`src/rtl/button_irq.sv`:
```
// Debounced push-button interrupt source with a single CSR holding enable, pending,
// stable levels and a free-running press counter.
module button_irq #(
  parameter int          NumButtons     = 4,
  parameter int          DebounceCycles = 20000,
  parameter logic [11:0] Addr           = 12'h7C0
) (
  input  logic                  clk,
  input  logic                  reset,
  input  logic [NumButtons-1:0] buttons,
  input  logic                  csr_enable,
  input  logic [11:0]           csr_addr,
  input  logic [2:0]            csr_op,
  input  logic [4:0]            rs1_zimm,
  input  logic [31:0]           rs1_data,
  output logic [31:0]           csr_out,
  output logic                  ext_interrupt
);

  localparam int CntW = $clog2(DebounceCycles);
  localparam logic [CntW-1:0] CntMax = CntW'(DebounceCycles - 1);

  logic [NumButtons-1:0] sync1;
  logic [NumButtons-1:0] sample;
  logic [NumButtons-1:0] stable;
  logic [NumButtons-1:0] stable_q;
  logic [NumButtons-1:0] press;
  logic [CntW-1:0]       cnt [NumButtons];

  logic [NumButtons-1:0] enable;
  logic [NumButtons-1:0] pending;
  logic [7:0]            press_cnt;

  logic [7:0]            enable_f, pending_f, stable_f;
  logic [31:0]           csr_cur;
  logic [31:0]           wr_src;
  logic [31:0]           csr_new;
  logic                  csr_hit;
  logic [3:0]            n_press;

  always_ff @(posedge clk or posedge reset) begin
    if (reset) begin
      sync1  <= '0;
      sample <= '0;
    end else begin
      sync1  <= buttons;
      sample <= sync1;
    end
  end

  for (genvar i = 0; i < NumButtons; i++) begin : g_debounce
    always_ff @(posedge clk or posedge reset) begin
      if (reset) begin
        stable[i] <= 1'b0;
        cnt[i]    <= '0;
      end else if (sample[i] == stable[i]) begin
        cnt[i] <= '0;
      end else if (cnt[i] == CntMax) begin
        stable[i] <= sample[i];
        cnt[i]    <= '0;
      end else begin
        cnt[i] <= cnt[i] + CntW'(1);
      end
    end
  end

  // Press events are taken one cycle after the stable level rises.
  always_ff @(posedge clk or posedge reset) begin
    if (reset) stable_q <= '0;
    else       stable_q <= stable;
  end

  assign press = stable & ~stable_q;

  always_comb begin
    enable_f  = '0;
    pending_f = '0;
    stable_f  = '0;
    enable_f[NumButtons-1:0]  = enable;
    pending_f[NumButtons-1:0] = pending;
    stable_f[NumButtons-1:0]  = stable;
  end

  assign csr_cur = {press_cnt, stable_f, pending_f, enable_f};
  assign csr_out = (csr_addr == Addr) ? csr_cur : '0;
  assign csr_hit = csr_enable && (csr_addr == Addr);
  assign wr_src  = csr_op[2] ? {27'd0, rs1_zimm} : rs1_data;

  // csr_op[1:0]: 01 write, 10 set, 11 clear; bit 2 selects the immediate source.
  always_comb begin
    csr_new = csr_cur;
    if (csr_hit) begin
      case (csr_op[1:0])
        2'b01:   csr_new = wr_src;
        2'b10:   csr_new = csr_cur | wr_src;
        2'b11:   csr_new = csr_cur & ~wr_src;
        default: csr_new = csr_cur;
      endcase
    end
  end

  always_comb begin
    n_press = '0;
    for (int i = 0; i < NumButtons; i++) begin
      n_press = n_press + {3'd0, press[i]};
    end
  end

  always_ff @(posedge clk or posedge reset) begin
    if (reset) begin
      enable        <= '0;
      pending       <= '0;
      press_cnt     <= '0;
      ext_interrupt <= 1'b0;
    end else begin
      enable        <= csr_new[NumButtons-1:0];
      pending       <= csr_new[8 +: NumButtons] | press;
      press_cnt     <= press_cnt + {4'd0, n_press};
      ext_interrupt <= |(press & enable);
    end
  end

endmodule

```
`config.mk`:
```
export PLATFORM = sky130hd
export DESIGN_NAME = button_irq
export DESIGN_NICKNAME = d
export VERILOG_FILES = /design/src/rtl/button_irq.sv
export SDC_FILE = /design/constraint.sdc
export NUM_CORES = 1
export LEC_CHECK = 0
export ABC_CLOCK_PERIOD_IN_PS = 3800
export CORE_AREA = 4 4 113 115
export CTS_CLUSTER_SIZE = 28
export DETAILED_ROUTE_END_ITERATION = 10
export DIE_AREA = 0 0 117 119
export PLACE_DENSITY_LB_ADDON = 0.3
export SLEW_MARGIN = 20
export SYNTH_ARGS = -nofsm -noshare
export SYNTH_HDL_FRONTEND = slang
export SYNTH_SLANG_ARGS = --single-unit
```
`constraint.sdc`:
```
create_clock -name clk -period 3.8 [get_ports clk]
set_input_delay 1.14 -clock clk [delete_from_list [all_inputs] [get_ports clk]]
set_output_delay 1.14 -clock clk [all_outputs]
set_load 0.01 [all_outputs]
```
# Yosys cells after proc, flatten, opt, wreduce, memory -nomap -nowiden
# Cells that the tools add are included.
# W data, S select, Z words.
word_totals:
  input_bits: 59
  word_cells: 66
  memories: 0
  romBits: 0
  ramBits: 0
  latchBits: 0
  reg_bits: 93
op_classes:
  n_eq_ne: 12
  n_reduce_logical: 8
  n_shift: 0
  mux: 12
  n_lt_le_gt_ge: 0
  n_bitwise: 11
  div: 0
  n_mul: 0
  add_sub_neg: 8
op_table:
  columns: ["op", "count"]
  rows:
  - ["$mux W15", 8]
  - ["$add A15 B1 Y15 const B", 4]
  - ["$eq A15 B15 Y1 const B", 4]
  - ["$pmux W12 S3", 1]
  - ["$mux W32", 1]
  - ["$mux W12", 2]
  - ["$and A12 B12 Y12", 1]
  - ["$eq A12 B11 Y1 const B", 1]
  - ["$not A12 Y12", 1]
  - ["$or A12 B12 Y12", 1]
  - ["$reduce_and A2 Y1", 5]
  - ["$add A8 B4 Y8", 1]
  - ["$and A4 B4 Y4", 2]
  - ["$add A3 B1 Y4", 1]
  - ["$eq A1 B1 Y1", 4]
  - ["$eq A2 B2 Y1 const B", 2]
  - ["$not A1 Y1", 4]
  - ["$not A4 Y4", 1]
  - ["$or A4 B4 Y4", 1]
  - ["$reduce_or A4 Y1", 1]
  - ["$add A2 B1 Y3", 1]
  - ["$reduce_bool A3 Y1", 1]
  - ["$add A1 B1 Y2", 1]
  - ["$eq A2 B1 Y1 const B", 1]
  - ["$logic_and A1 B1 Y1", 1]

# Depth between registers and ports, before layout
logic_depth:
  ltp_word: 6
  ltp_mapped: 10
  ltp_nobuf: 10

# Worst setup path after synthesis
# No wires, ideal clock.
synth_path:
  path_type: "input -> output"
  startpoint: "in csr_addr[1]"
  endpoint: "out csr_out[0]"
  arrival_ns: 2.352
  path_slack_ns: 0.308
  path_stages: 4
  n_path_buf: 1
  required_ns: 2.660
  path_cell_list: "or4_4 nor3_1 clkbuf_1 and2_1"
synth_between:
  elab_chain_len: 2
synth_lines:
  columns: ["element", "line", "source"]
  rows:
  - ["start, declared", "12", "input logic [11:0] csr_addr,"]
  - ["$eq A12 B11 Y1", "85", "assign csr_out = (csr_addr == Addr) ? csr_cur : '0;"]
  - ["$mux W32", "85", null]
  - ["end, declared", "16", "output logic [31:0] csr_out,"]
# Every way passes these cells.

# Worst setup path in the final report
layout_path:
  startpoint: "in csr_addr[3]"
  endpoint: "out csr_out[27]"
# The elaborated chain is that of the path after synthesis.

==> impl_metrics.csv <==
group,metric,value,unit
status,status,"finished clean",
yosys,synthDistinctLibCells,49,
critical_path,crit_chain,"dlygate4sd2_1, or4_4, nor3_4, buf_12, buf_8, and2_4, buf_6",
clock_tree,cts_root_buf,"clkbuf_16",
power_and_ir_drop,pwr-share-seq,0.498,
global_route,antenna_found_initial,0,
critical_path,cp.required,2.66,ns
clock_tree,clock_latency,0.34,ns
placement,dpl.hpwl,6682,um
die,die_area,13920,um2
sta,slew_violations,0,
clock_tree,clkTransAtPathRegs,0.06,ns
final_layout,most-common-layout-cells,"93 x dfrtp_1, 58 x nor2_1, 33 x xnor2_1, 30 x clkdlybuf4s50_1, 28 x xor2_1",
sta,rsz0062_at_grt,"no",
power_and_ir_drop,vdd_drop_max,227.9,uV
yosys,yosysSeqAreaShare,0.5008,
global_route,grt_usage,0.1448,
placement,portBuffers,54,
clock_tree,ctsHoldBuffers,0,
clock_tree,htree_num_levels,3,
drt,avgViaCountPerCell,5.064,
clock_tree,cts_tree,"done",
sta,fin_skew,0.008071,ns
hold_path,min_from,"sync1[0]",
final_layout,final_util,0.4856,
sta,fin_crit_sh,0.9819,
die,start_util,0.3934,
power_and_ir_drop,p_int,1.632,mW
yosys,netlist_instances,460,
sta,whs,0.3461,ns
drt,route.detailed.drc,0,
critical_path,critPathMaxFanout,5,
power_and_ir_drop,p_switching,0.4496,mW
critical_path,slowest_stage,"or4_4",
global_route,overflow,0,
placement,gp_congestion,0.8133,
drt,dr.first_iter.drc_count,149,
power_and_ir_drop,clkPwrFrac,0.442,
critical_path,slowest_delay,0.50,ns
drt,firstDrtPassIters,4,
drt,routedWlPerCell,13.90,um
sta,setup_viol,0,
final_layout,num-nets-final,586,
critical_path,critical_path.startpoint_type,"primary input",
hold_path,hold_path_class,"reg -> reg",
power_and_ir_drop,combPwrFrac,0.060,
power_and_ir_drop,switching_share,0.2160,
critical_path,critPathCaptureType,"primary output",
die,io_pins,92,
clock_tree,cts_buffers,9,
yosys,synth_top_area_cell,"dfrtp_1",
global_route,grt_pass1_wl,16010,um
sta,tightestPinTransition,0.7407,ns
critical_path,path_class,"in -> out",
yosys,syn_area,4647,um2
global_route,grt_max_degree,53,
final_layout,antenna_cells,0,
yosys,postSynthAreaPerCell,10.10,um2
sta,period_needed,3.731,ns
drt,postRouteAntennaNets,0,
die,row_count,40,
global_route,grt_pass1_vias,3367,
flow_run,cap_violations,0,
sta,max_freq,268.0,MHz
critical_path,cp.arrival,2.59,ns
sta,hold_viol,0,
die,core-area,11810,um2
critical_path,crit_start,"csr_addr[3]",
yosys,synth-edff-count,0,
clock_tree,cts.sinks,93,
power_and_ir_drop,power_density,362.9,nW/um2
die,die_x,117,um
die,fp.dieH,119,um
power_and_ir_drop,leakage,2.562,nW
yosys,synth_top_area_share,0.5008,
final_layout,syn_to_final_growth,23.42,%
drt,wirelength,9327,um
final_layout,final_common_cell,"dfrtp_1",
sta,max_slew_margin,0.5056,
yosys,synthTopCellsByArea,"dfrtp_1 50%, xnor2_1 6.2%, xor2_1 5.3%",
drt,vias,3398,
yosys,ys_seq_elements,93,
yosys,async_flop_share,1.000,
critical_path,r2r-start,"csr_cur[16]",
final_layout,drive_gt1_frac,0.1355,
yosys,ys_warn_count,0,
clock_tree,clockBufferDepth,2,
yosys,synth_ff_type,"dfrtp_1",
==> logic make-up after synthesis <==
logic type,after synthesis,synth area share
other cells,1,0.0008070
xor+xnor,61,0.1150
mux,8,0.01831
buf+inv,44,0.04712
flops,93,0.5008
simple gates,217,0.2496
fa+ha+maj,8,0.02477
compound gates,28,0.04362
==> layout make-up <==
cell class,count,area (um2)
Sequential cell,93,2327
Clock inverter,3,42.54
Fill cell,1087,6076
Tap cell,147,183.9
Multi-Input combinational cell,334,2192
Clock buffer,13,270.3
Timing Repair Buffer,63,650.6
Inverter,18,68.82
==> synthesized netlist by cell type (3+ instances only) <==
library cell,count
nand3_1,25
nand2_1,25
o21ai_0,5
dfrtp_1,93
nor3_1,12
nor2b_1,5
buf_4,12
nor4_1,10
o211ai_1,5
mux2_2,4
xnor2_1,33
and2_1,24
nand2b_1,5
inv_1,18
o31a_1,3
and4_1,5
xor2_1,28
nor2_1,58
nand4_1,22
clkbuf_1,12
mux2i_1,4
a21oi_1,3
ha_1,6
and3_1,10
==> path summary, 6_finish.rpt <==
| path | endpoint | slack, ns | depth (start not counted) |
|---|---|---|---|
| worst min-delay path | sample[0] | 0.35 | 0 |
| worst min register to register | sample[0] | 0.35 | 0 |
| min in group asynchronous | sync1[3] | 1.22 | 2 |
| max in group asynchronous | cnt[33] | 1.88 | 3 |
| worst max-delay path | csr_out[27] | 0.07 | 7 |
| worst max register to register | press_cnt[6] | 1.27 | 10 |
==> routing by layer <==
metal / part of all wire / GRT usage
met2: 0.46 / 0.2187
met3: 0.055 / 0.03201
met1: 0.46 / 0.1960
met5: 0 / 0
met4: 0.025 / 0.06882
==> registers in the layout, summed over array words and instances, names as in the netlist <==
| register | count |
|---|---|
| press_cnt | 8 |
| sync1 | 4 |
| csr_cur | 4 |
| stable_q | 4 |
| ext_interrupt | 1 |
| enable | 4 |
| pending | 4 |
| sample | 4 |
| cnt | 60 |
==> power groups by stage <==
| stage | clock network (mW) | registers, mW | logic (mW) |
|---|---|---|---|
| after floorplan | 0 | 1.05 | 0.0834 |
| after global routing | 0.983 | 1.04 | 0.143 |
| final | 0.920 | 1.04 | 0.125 |
| after global placement | 0 | 1.05 | 0.126 |
| after CTS | 0.946 | 1.04 | 0.128 |
| after detailed placement | 0 | 1.05 | 0.128 |
==> per-stage QoR <==
stage          TNS [ns]  instances  cell area (um2)  total power, mW  setup WS, ns
2_1_floorplan         0        471             4688            1.130        0.2397
3_3_place_gp     -13.88        653             5333            1.178       -0.7347
3_5_place_dp     -13.93        653             5333            1.181       -0.7589
4_1_cts               0        671             5700            2.110      0.009444
5_1_grt               0        671             5736            2.165       0.01417
6_report              0        671             5736            2.081       0.06892
==> critical path, delay by kind of cell <==
family / cells / cell delay [ns]
AND/OR/NAND/NOR: 3 / 0.85
buffers and inverters: 4 / 0.58
==> what timing repair did <==
| action | in CTS | in global routing |
|---|---|---|
| setup endpoints to repair | 20 | 20 |
| pin swaps | 2 | 2 |
| cloned | 1 | 0 |
| buffers inserted | 1 | 0 |
| gates resized for setup | 113 | 9 |
No activity file was read; power rests on OpenSTA's default activity.
==> RTL change (config.mk and constraints unchanged) <==
Set the parameter `NumButtons` to 2 (it was 4).
--- a/src/rtl/button_irq.sv
+++ b/src/rtl/button_irq.sv
@@ -2,5 +2,5 @@
 // stable levels and a free-running press counter.
 module button_irq #(
-  parameter int          NumButtons     = 4,
+  parameter int          NumButtons     = 2,
   parameter int          DebounceCycles = 20000,
   parameter logic [11:0] Addr           = 12'h7C0
Interface: changed (resized buttons); port bits go from 92 to 90. The function was not compared with the original's and may differ.
==> RTL change against the unedited design <==
Worst setup slack gained 20 ps; sequential cell count shrank 42; global-route usage shrank 6.9 points; final area shrank 41%; sequential share of layout area shrank 2.7 points; via count shrank 45%; synthesized area shrank 43%; total power shrank 46%; worst hold slack gained 5.5 ps; routed wire length shrank 45%; synthesized cell count shrank 45%; clock power shrank 45%; die area is the same; cell count shrank 32%; critical path type unchanged; critical endpoint is now csr_out[17].
==> RTL change: results (changes against the unedited design) <==
- Reg2Reg Depth: 4 (was 10)
- Hold Path End: sample[1] (was sample[0])
- Multi-In Gates: 188 (was 334)
- Cells after DPL: 439 (was 653)
- Top cells by area, synth: dfrtp_1, xor2_1, xnor2_1, buf_4, nor2_1 (was dfrtp_1, xnor2_1, xor2_1, nor2_1, and2_1)
- H-tree depth: 2 (was 3)
- Hold Crit Start: sync1[1] (was sync1[0])
- Top cells by count, synth: dfrtp_1, nor2_1, xor2_1 (was dfrtp_1, nor2_1, xnor2_1)
- Reg2Reg Setup Slack: 1810 ps (was 1270 ps)
- Routed wire length on met2: 2250 µm (was 4290 µm)
- Vias in the first global route: 1778 (was 3367)
- Met3 track demand over resource: 1.32% (was 3.20%)
- Share of cells above drive strength 1: 12.7% (was 13.5%)
- Clk_skew: 4.59 ps (was 8.07 ps)
- CTS resizes: 34 (was 113)
- CP max stage delay: 440 ps (was 500 ps)
- Area of the multi-input gates: 1240 µm² (was 2190 µm²)
- Status: completed (unchanged)
- Routability cong.: 0.747 (was 0.813)
- Non-clock buffer share of cell area: 13.6% (was 11.3%)
- Global-route met1 utilization: 9.95% (was 19.6%)
- FILL cells: 1247 (was 1087)
- Clk Latency, worst-skew pair: 290 ps (was 340 ps)
- Clock network area share: 5.02% (was 5.45%)
- Met1 Wirelength: 2430 µm (was 4290 µm)
- Setup Buffers After CTS: 5 (was 1)
- Detailed-route via count: 1853 (was 3398)
- Gr usage total: 7.55% (was 14.5%)
- Port Buf Inserts: 40 (was 54)
- Sequential cell area: 1280 µm² (was 2330 µm²)
- Pleak: 1.52 nW (was 2.56 nW)
- Cells after Synth: 255 (was 460)
- Dpl hpwl: 3780 µm (was 6680 µm)
- Bufs w/o clock: 51 (was 63)
- Unique masters post-synth: 37 (was 49)
- Reg2Reg Capture Point: cnt[23] (was press_cnt[6])
## RTL change: cell types whose count changed in the layout (fill, tap and decap cells not counted), sizes merged, moves of 7 or more
cell / unedited run / this run
xnor2: 33 / 17
dlygate4sd2: 2 / 9
xor2: 28 / 19
nand2: 25 / 11
dfrtp: 93 / 51
nand3: 26 / 12
buf: 28 / 13
nand4: 22 / 11
and3: 10 / 2
clkdlybuf4s50: 30 / 22
and2: 25 / 15
inv: 17 / 9
nor3: 12 / 4
nor2: 58 / 33
## RTL change: logic make-up (layout without fill, tap and decap cells)
group | count (synthesis) | after routing | synth area share, %
compound gates | 11 | 11 | 3.00
xor+xnor | 36 | 36 | 12.0
fa+ha+maj | 4 | 4 | 2.19
buf+inv | 33 | 68 | 7.57
flops | 51 | 51 | 48.6
mux | 4 | 4 | 1.86
other cells | 1 | 18 | 0.143
simple gates | 115 | 115 | 24.7
## RTL change: through the flow
stage / util [%] / hold WS [ps]
after floorplan: - / 331
after global placement: 26.6 / 336
after global routing: 28.5 / 368
final: 28.5 / 352
after CTS: 28.5 / 356
after detailed placement: 26.6 / 339
## RTL change: worst reg2reg max path: cells and delay by family, from the launching register on
family	cells	cell delay, ps
flip-flops	1	430
AND/OR/NAND/NOR	4	1440
## RTL change: where the power goes
| group | leakage, nW | internal, mW | switching [mW] |
|---|---|---|---|
| logic | 0.737 | 0.0360 | 0.0399 |
| registers | 0.698 | 0.550 | 0.00667 |
| clock network | 0.0838 | 0.310 | 0.191 |
| total | 1.52 | 0.896 | 0.238 |
## RTL change: how the worst max path moves through the flow
stage,startpoint,end
detailed placement,csr_addr[1],csr_out[16]
floorplan,csr_addr[1],csr_out[16]
global route,csr_addr[11],csr_out[17]
global placement,csr_addr[1],csr_out[17]
CTS,csr_addr[2],csr_out[0]
finish,csr_addr[2],csr_out[17]
